$ cat config.mk
export PLATFORM = sky130hd
export DESIGN_NAME = sb_jtag_rbb_seq
export DESIGN_NICKNAME = d
export VERILOG_FILES = /design/src/rtl/sb_jtag_pkg.sv /design/src/rtl/sb_jtag_rbb_pulse.sv /design/src/rtl/sb_jtag_rbb_seq.sv
export SDC_FILE = /design/constraint.sdc
export NUM_CORES = 1
export LEC_CHECK = 0
export ABC_CLOCK_PERIOD_IN_PS = 5650
export BUFFER_PORTS_ARGS = -buffer_cell sky130_fd_sc_hd__buf_2
export CAP_MARGIN = 20
export CORE_MARGIN = 4
export CORE_UTILIZATION = 25
export DETAILED_ROUTE_END_ITERATION = 6
export MAX_ROUTING_LAYER = met4
export PLACE_DENSITY = 0.41
export SLEW_MARGIN = 20
export SYNTH_ARGS = -nofsm -noshare
export SYNTH_HDL_FRONTEND = slang
export SYNTH_HIERARCHICAL = 1
export SYNTH_SLANG_ARGS = --single-unit
$ cat constraint.sdc
create_clock -name clk -period 5.65 [get_ports clk]
set_input_delay 0.565 -clock clk [delete_from_list [all_inputs] [get_ports clk]]
set_output_delay 0.565 -clock clk [all_outputs]
set_load 0.005 [all_outputs]
$ cat src/rtl/sb_jtag_pkg.sv
// rtl/sb_jtag_pkg.sv - shared constants, state encoding and byte helpers for the RBB JTAG sequencer
package sb_jtag_pkg;

   localparam logic [7:0] CMD_READ = 8'h52;  // "R"
   localparam logic [7:0] CMD_BASE = 8'h30;  // "0"
   localparam logic [7:0] RST_BASE = 8'h72;  // "r"

   typedef enum logic [2:0] {
      ST_IDLE,
      ST_PRE,
      ST_SHIFT,
      ST_POST,
      ST_DRAIN,
      ST_DONE
   } state_e;

   // TMS navigation patterns, bit i is the TMS value of pulse i
   localparam logic [7:0] TMS_DR       = 8'b0000_0001;
   localparam int         N_DR         = 3;
   localparam logic [7:0] TMS_IR       = 8'b0000_0011;
   localparam int         N_IR         = 4;
   localparam logic [7:0] TMS_RST      = 8'b0011_1111;
   localparam int         N_RST        = 6;
   localparam logic [7:0] TMS_EXIT     = 8'b0000_0001;
   localparam int         N_EXIT       = 2;
   localparam logic [7:0] TMS_RST_POST = 8'b0000_0000;
   localparam int         N_RST_POST   = 1;

   function automatic logic [7:0] pulse_byte(input logic tck, input logic tms, input logic tdi);
      return CMD_BASE + {5'd0, tck, tms, tdi};
   endfunction

endpackage

$ cat src/rtl/sb_jtag_rbb_pulse.sv
// rtl/sb_jtag_rbb_pulse.sv - expands one {tms,tdi,rd} pulse (or one raw reset byte) into RBB command bytes
module sb_jtag_rbb_pulse
   import sb_jtag_pkg::*;
(
   input  logic       clk,
   input  logic       rst,
   input  logic       in_valid,
   output logic       in_ready,
   input  logic       in_tms,
   input  logic       in_tdi,
   input  logic       in_rd,
   input  logic       in_raw,
   input  logic [1:0] in_rst,
   output logic       cmd_valid,
   input  logic       cmd_ready,
   output logic [7:0] cmd_data,
   output logic       rd_fire
);

   // phase 0: falling byte, 1: "R", 2: rising (last) byte
   logic       valid_q, valid_d;
   logic [7:0] data_q, data_d;
   logic [1:0] phase_q, phase_d;
   logic       tms_q, tms_d;
   logic       tdi_q, tdi_d;
   logic       rd_q, rd_d;
   logic       fire;

   assign fire      = valid_q & cmd_ready;
   assign in_ready  = ~valid_q;
   assign cmd_valid = valid_q;
   assign cmd_data  = data_q;
   assign rd_fire   = fire & rd_q & (phase_q == 2'd1);

   always_comb begin
      valid_d = valid_q;
      data_d  = data_q;
      phase_d = phase_q;
      tms_d   = tms_q;
      tdi_d   = tdi_q;
      rd_d    = rd_q;
      if (in_valid && in_ready) begin
         valid_d = 1'b1;
         tms_d   = in_tms;
         tdi_d   = in_tdi;
         if (in_raw) begin
            data_d  = RST_BASE + {6'd0, in_rst};
            phase_d = 2'd2;
            rd_d    = 1'b0;
         end else begin
            data_d  = pulse_byte(1'b0, in_tms, in_tdi);
            phase_d = 2'd0;
            rd_d    = in_rd;
         end
      end else if (fire) begin
         if (phase_q == 2'd2) begin
            valid_d = 1'b0;
         end else if (phase_q == 2'd0 && rd_q) begin
            data_d  = CMD_READ;
            phase_d = 2'd1;
         end else begin
            data_d  = pulse_byte(1'b1, tms_q, tdi_q);
            phase_d = 2'd2;
         end
      end
   end

   always_ff @(posedge clk or posedge rst) begin
      if (rst) begin
         valid_q <= 1'b0;
         data_q  <= 8'h00;
         phase_q <= 2'd0;
         tms_q   <= 1'b0;
         tdi_q   <= 1'b0;
         rd_q    <= 1'b0;
      end else begin
         valid_q <= valid_d;
         data_q  <= data_d;
         phase_q <= phase_d;
         tms_q   <= tms_d;
         tdi_q   <= tdi_d;
         rd_q    <= rd_d;
      end
   end

endmodule

$ cat src/rtl/sb_jtag_rbb_seq.sv
// rtl/sb_jtag_rbb_seq.sv - IR/DR/TAP-reset scan sequencer over an RBB byte stream (option: SB_JTAG_RBB_SEQ_TRST_EN)
module sb_jtag_rbb_seq
   import sb_jtag_pkg::*;
#(
   parameter int MAXLEN = 32,
   parameter int LW     = $clog2(MAXLEN + 1)
) (
   input  logic              clk,
   input  logic              rst,
   input  logic              req_valid,
   output logic              req_ready,
   input  logic              req_reset,
   input  logic              req_ir,
   input  logic [LW-1:0]     req_len,
   input  logic [MAXLEN-1:0] req_tdi,
   output logic              cmd_valid,
   input  logic              cmd_ready,
   output logic [7:0]        cmd_data,
   input  logic              rsp_valid,
   output logic              rsp_ready,
   input  logic [7:0]        rsp_data,
   output logic              res_valid,
   input  logic              res_ready,
   output logic [MAXLEN-1:0] res_tdo,
   output logic              res_err
);

   localparam int CW = (LW > 4) ? LW : 4;
`ifdef SB_JTAG_RBB_SEQ_TRST_EN
   localparam int TRST_BYTES = 2;
`else
   localparam int TRST_BYTES = 0;
`endif

   state_e            state_q, state_d;
   logic [CW-1:0]     cnt_q, cnt_d;
   logic              rreq_q, rreq_d;
   logic              ir_q, ir_d;
   logic [LW-1:0]     len_q, len_d;
   logic [LW-1:0]     issued_q, issued_d;
   logic [LW-1:0]     recvd_q, recvd_d;
   logic [MAXLEN-1:0] tdi_q, tdi_d;
   logic [MAXLEN-1:0] tdo_q, tdo_d;
   logic              err_q, err_d;
   logic              req_ready_q, req_ready_d;

   logic              p_valid, p_ready, p_tms, p_tdi, p_rd, p_raw, rd_fire;
   logic [1:0]        p_rst;
   logic [7:0]        pre_tms, post_tms;
   logic [CW-1:0]     n_pre, n_post, pre_idx, len_c;
   logic [MAXLEN-1:0] one_hot, bit_mask, sel_mask;
   logic              bad_len, req_fire, rsp_fire, rsp_bit, rsp_bad;

   assign req_ready = req_ready_q;
   assign res_valid = (state_q == ST_DONE);
   assign res_tdo   = tdo_q;
   assign res_err   = err_q;

   // replies may only be taken for reads already on the wire
   assign rsp_ready = (recvd_q < issued_q);
   assign rsp_fire  = rsp_valid & rsp_ready;
   assign rsp_bit   = (rsp_data == CMD_BASE + 8'd1);
   assign rsp_bad   = (rsp_data != CMD_BASE) && !rsp_bit;

   assign req_fire  = req_valid & req_ready_q;
   assign bad_len   = !req_reset && ((req_len == '0) || (req_len > LW'(MAXLEN)));
   assign len_c     = CW'(len_q);
   assign one_hot   = {{(MAXLEN-1){1'b0}}, 1'b1};
   assign bit_mask  = one_hot << recvd_q;
   assign sel_mask  = one_hot << cnt_q;
   assign pre_idx   = rreq_q ? (cnt_q - CW'(TRST_BYTES)) : cnt_q;

`ifdef SB_JTAG_RBB_SEQ_TRST_EN
   // "s" (trst low, srst high) then "u" (both released) ahead of the TMS reset walk
   assign p_raw = (state_q == ST_PRE) && rreq_q && (cnt_q < CW'(TRST_BYTES));
   assign p_rst = (cnt_q == '0) ? 2'b01 : 2'b11;
`else
   assign p_raw = 1'b0;
   assign p_rst = 2'b00;
`endif

   always_comb begin
      pre_tms  = TMS_DR;
      n_pre    = CW'(N_DR);
      post_tms = TMS_EXIT;
      n_post   = CW'(N_EXIT);
      if (rreq_q) begin
         pre_tms  = TMS_RST;
         n_pre    = CW'(N_RST + TRST_BYTES);
         post_tms = TMS_RST_POST;
         n_post   = CW'(N_RST_POST);
      end else if (ir_q) begin
         pre_tms  = TMS_IR;
         n_pre    = CW'(N_IR);
      end
   end

   always_comb begin
      state_d  = state_q;
      cnt_d    = cnt_q;
      rreq_d   = rreq_q;
      ir_d     = ir_q;
      len_d    = len_q;
      tdi_d    = tdi_q;
      tdo_d    = tdo_q;
      err_d    = err_q;
      recvd_d  = recvd_q;
      issued_d = issued_q + {{(LW-1){1'b0}}, rd_fire};
      p_valid  = 1'b0;
      p_tms    = 1'b0;
      p_tdi    = 1'b0;
      p_rd     = 1'b0;

      if (rsp_fire) begin
         recvd_d = recvd_q + LW'(1);
         tdo_d   = rsp_bit ? (tdo_q | bit_mask) : (tdo_q & ~bit_mask);
         if (rsp_bad) err_d = 1'b1;
      end

      case (state_q)
         ST_IDLE: begin
            if (req_fire) begin
               rreq_d   = req_reset;
               ir_d     = req_ir;
               len_d    = req_len;
               tdi_d    = req_tdi;
               cnt_d    = '0;
               issued_d = '0;
               recvd_d  = '0;
               tdo_d    = '0;
               err_d    = bad_len;
               state_d  = bad_len ? ST_DONE : ST_PRE;
            end
         end
         ST_PRE: begin
            p_valid = 1'b1;
            p_tms   = |(pre_tms & (8'd1 << pre_idx));
            if (p_ready) begin
               if (cnt_q == n_pre - CW'(1)) begin
                  cnt_d   = '0;
                  state_d = rreq_q ? ST_POST : ST_SHIFT;
               end else begin
                  cnt_d = cnt_q + CW'(1);
               end
            end
         end
         ST_SHIFT: begin
            p_valid = 1'b1;
            p_rd    = 1'b1;
            p_tdi   = |(tdi_q & sel_mask);
            p_tms   = (cnt_q == len_c - CW'(1));
            if (p_ready) begin
               if (cnt_q == len_c - CW'(1)) begin
                  cnt_d   = '0;
                  state_d = ST_POST;
               end else begin
                  cnt_d = cnt_q + CW'(1);
               end
            end
         end
         ST_POST: begin
            p_valid = 1'b1;
            p_tms   = |(post_tms & (8'd1 << cnt_q));
            if (p_ready) begin
               if (cnt_q == n_post - CW'(1)) begin
                  cnt_d   = '0;
                  state_d = ST_DRAIN;
               end else begin
                  cnt_d = cnt_q + CW'(1);
               end
            end
         end
         ST_DRAIN: begin
            // last pulse must be fully on the wire as well as all replies in
            if (p_ready && (recvd_q == (rreq_q ? '0 : len_q))) state_d = ST_DONE;
         end
         ST_DONE: begin
            if (res_ready) state_d = ST_IDLE;
         end
         default: state_d = ST_IDLE;
      endcase

      req_ready_d = (state_d == ST_IDLE);
   end

   always_ff @(posedge clk or posedge rst) begin
      if (rst) begin
         state_q     <= ST_IDLE;
         cnt_q       <= '0;
         rreq_q      <= 1'b0;
         ir_q        <= 1'b0;
         len_q       <= '0;
         issued_q    <= '0;
         recvd_q     <= '0;
         tdi_q       <= '0;
         tdo_q       <= '0;
         err_q       <= 1'b0;
         req_ready_q <= 1'b0;
      end else begin
         state_q     <= state_d;
         cnt_q       <= cnt_d;
         rreq_q      <= rreq_d;
         ir_q        <= ir_d;
         len_q       <= len_d;
         issued_q    <= issued_d;
         recvd_q     <= recvd_d;
         tdi_q       <= tdi_d;
         tdo_q       <= tdo_d;
         err_q       <= err_d;
         req_ready_q <= req_ready_d;
      end
   end

   sb_jtag_rbb_pulse u_pulse (
      .clk       (clk),
      .rst       (rst),
      .in_valid  (p_valid),
      .in_ready  (p_ready),
      .in_tms    (p_tms),
      .in_tdi    (p_tdi),
      .in_rd     (p_rd),
      .in_raw    (p_raw),
      .in_rst    (p_rst),
      .cmd_valid (cmd_valid),
      .cmd_ready (cmd_ready),
      .cmd_data  (cmd_data),
      .rd_fire   (rd_fire)
   );

endmodule
==> metrics.yaml <==
run_status:
  outcome: "completed"
sta:
  slew_headroom_pct: 27.0
  worst_hold_slack_ns: 0.239
  worst-slew-pin-transition_ns: 1.09
  setup-tns-final_ns: 0
  fmax_mhz: 310
  slew_viol_final: 0
  timing.final.crit_share_pct: 57.0
  setup_violations: 0
  period_minus_slack_ns: 3.22
  hold_viol_final: 0
  clock_skew_ns: 0.0106
  rsz0062_at_grt: "false"
drt:
  routed_via_density: 4.67
  vias: 4961
  drtIter0Drc: 339
  drc: 0
  wl_per_cell_um: 15.9
  first_pass_iters: 5
  drt-total-wl_mm: 16.9
  ant_nets: 0
clock_tree:
  htreeDepth: 3
  clockBufferDepth: 2
  cts_resized: 0
  cts.clk_slew.worst_paths_ns: 0.08
  numCtsBuffers: 9
  clkLatencyLatePin_ns: 0.36
  post-cts-setup-buffers: 0
  cts_root_buf: "clkbuf_16"
  postCtsHoldBufs: 0
  clock_sinks: 107
  cts_tree: "done"
pwr:
  powerDensity_nw_per_um2: 472
  p_leak_nw: 3.33
  power_w: 0.00329
  ir_drop_uv: 159
place:
  dp_cells: 1047
  finalWeightedCongestion: 0.796
  place_hpwl_mm: 12.1
  io_buffers: 96
critical_path:
  cp_num_cells: 6
  worstPathMaxFanout: 28
  crit_top_cell: "a21o_1"
  cp-start-kind: "flip-flop"
  cp_slowest_stage_delay_ns: 0.58
  cp.required_ns: 5.09
  worstPathArrival_ns: 2.66
  endpoint_kind: "primary output"
  critical_path_class: "flip-flop to primary output"
  rr_worst_depth: 10
  path_buf_inv: 2
  critical_path.cell_chain: "ha_1 > a21o_1 > a21o_1 > a21o_1 > inv_2 > buf_2"
  crit_slowest_cell: "dfrtp_1"
  crit_family: "compound AO/OA/AOI/OAI gates"
floorplan:
  die-height_um: 161
  start_util_pct: 25.7
  pin_count: 99
  num_rows: 55
  die_area_um2: 26000
  core_um2: 22800
  die_w_um: 161
global_routing:
  grt_pass1_wl_mm: 27.5
  grt_overflow: 0
  antenna_found_initial: 0
  grt_usage_pct: 13.4
  grt_max_degree: 62
  grt_pass1_vias: 5036
logic_synthesis:
  ys_seq_area_share_pct: 45.6
  synth_edf_count: 0
  ys_dominant_reg_cell: "dfrtp_1"
  synth.top_cell.area_share_pct: 45.6
  synthAdderAreaFrac_pct: 4.27
  async_flop_share_pct: 100
  yosys_warnings: 6
  synth_top_family_by_area: "simple AND/OR/NAND/NOR gates"
  synthSimpleGateAreaFrac_pct: 24.3
  ys_types: 68
  ys_ff_latch: 107
  synthMuxAreaShare_pct: 3.88
  syn_area_um2: 5870
  synth_top_area_cell: "dfrtp_1"
  synth_area_per_cell_um2: 8.81
  synthXorXnorAreaFrac_pct: 2.69
  synth_compound_area_share_pct: 14.0
  synth.area.top_cells: "dfrtp_1, nand2_1, ha_1, nand3_1, o21ai_0"
  postSynthCellCount: 666
finish:
  nNetsFinal: 819
  final_common_cell: "nand2_1"
  antenna_cells: 0
  post-route-util_pct: 30.6
  final_cell_mix: "nand2_1, dfrtp_1, buf_2"
  area_growth_pct: 19.0
  drive_gt1_share_pct: 18.3
  fin_cells: 1063
flow_run:
  cap_violations: 0
worst_hold_path:
  hold_path.class: "input port to async pin"
-- sequential cells by signal, indices dropped and copies added, names as in the netlist --
name,flops
res_err,1
issued_q,6
req_ready,1
u_pulse/rd_q,1
u_pulse/cmd_data,6
recvd_q,6
tdi_q,32
len_c,6
state_q,3
u_pulse/phase_q,2
rreq_q,1
res_tdo,32
cnt_q,6
u_pulse/cmd_valid,1
u_pulse/tms_q,1
ir_q,1
u_pulse/tdi_q,1
-- stage by stage --
step	cell area (um2)	worst slack (ns)
6_report	6980	2.43
5_1_grt	6980	2.28
4_1_cts	6980	2.43
3_5_place_dp	6640	2.66
3_3_place_gp	6610	2.75
2_1_floorplan	5900	2.61
-- Yosys cell counts (all sizes together), types with 5 or more instances --
| library cell | n |
|---|---|
| a21o | 8 |
| a21oi | 32 |
| a31oi | 9 |
| and2 | 5 |
| buf | 15 |
| clkbuf | 25 |
| dfrtp | 107 |
| ha | 20 |
| inv | 30 |
| mux2 | 6 |
| mux2i | 16 |
| nand2 | 168 |
| nand2b | 11 |
| nand3 | 41 |
| nand4 | 10 |
| nor2 | 27 |
| nor3 | 8 |
| nor3b | 6 |
| o21ai | 39 |
| or3 | 7 |
| xnor2 | 13 |
| xor2 | 5 |
-- power by group --
part	total, W	internal, W	switching [W]
Combinational	0.00134	0.000485	0.000857
Clock	0.000733	0.000402	0.000331
Sequential	0.00122	0.000969	0.000250
-- path summary, 6_finish.rpt --
check                               startpoint                   to  slack, ns
max                                 recvd_q[4]            rsp_ready       2.43
max in group asynchronous                  rst             tdi_q[1]       4.13
min in group clk                   req_tdi[16]            tdi_q[16]       0.38
min reg2reg                u_pulse/cmd_data[4]  u_pulse/cmd_data[4]       0.47
min                                        rst  u_pulse/cmd_data[0]       0.24
max reg2reg                           cnt_q[0]  u_pulse/cmd_data[0]       2.63
-- layout make-up --
class | instances | area, um2
well taps | 313 | 392
fillers | 2472 | 15900
clock inverters | 7 | 116
flip-flops and latches | 107 | 2680
clock buffers | 9 | 225
multi-input cells | 497 | 2930
inverters | 30 | 114
repair buffers | 100 | 531
-- logic make-up (layout without fill, tap and decap cells) --
family,after synthesis,in the layout
multiplexers,22,22
adder cells (fa/ha/maj),20,20
AO/OA/AOI/OAI,122,122
other,2,10
XOR/XNOR,18,18
buffers and inverters,70,146
AND/OR/NAND/NOR,305,305
flip-flops,107,107
-- metal layers --
metal  routed length [um]  track usage [%]
met5                    0                -
met4                  289             3.72
met1                 8450             19.0
met2                 7650             19.9
met3                  558             2.35
(Power assumes the default switching activity.)
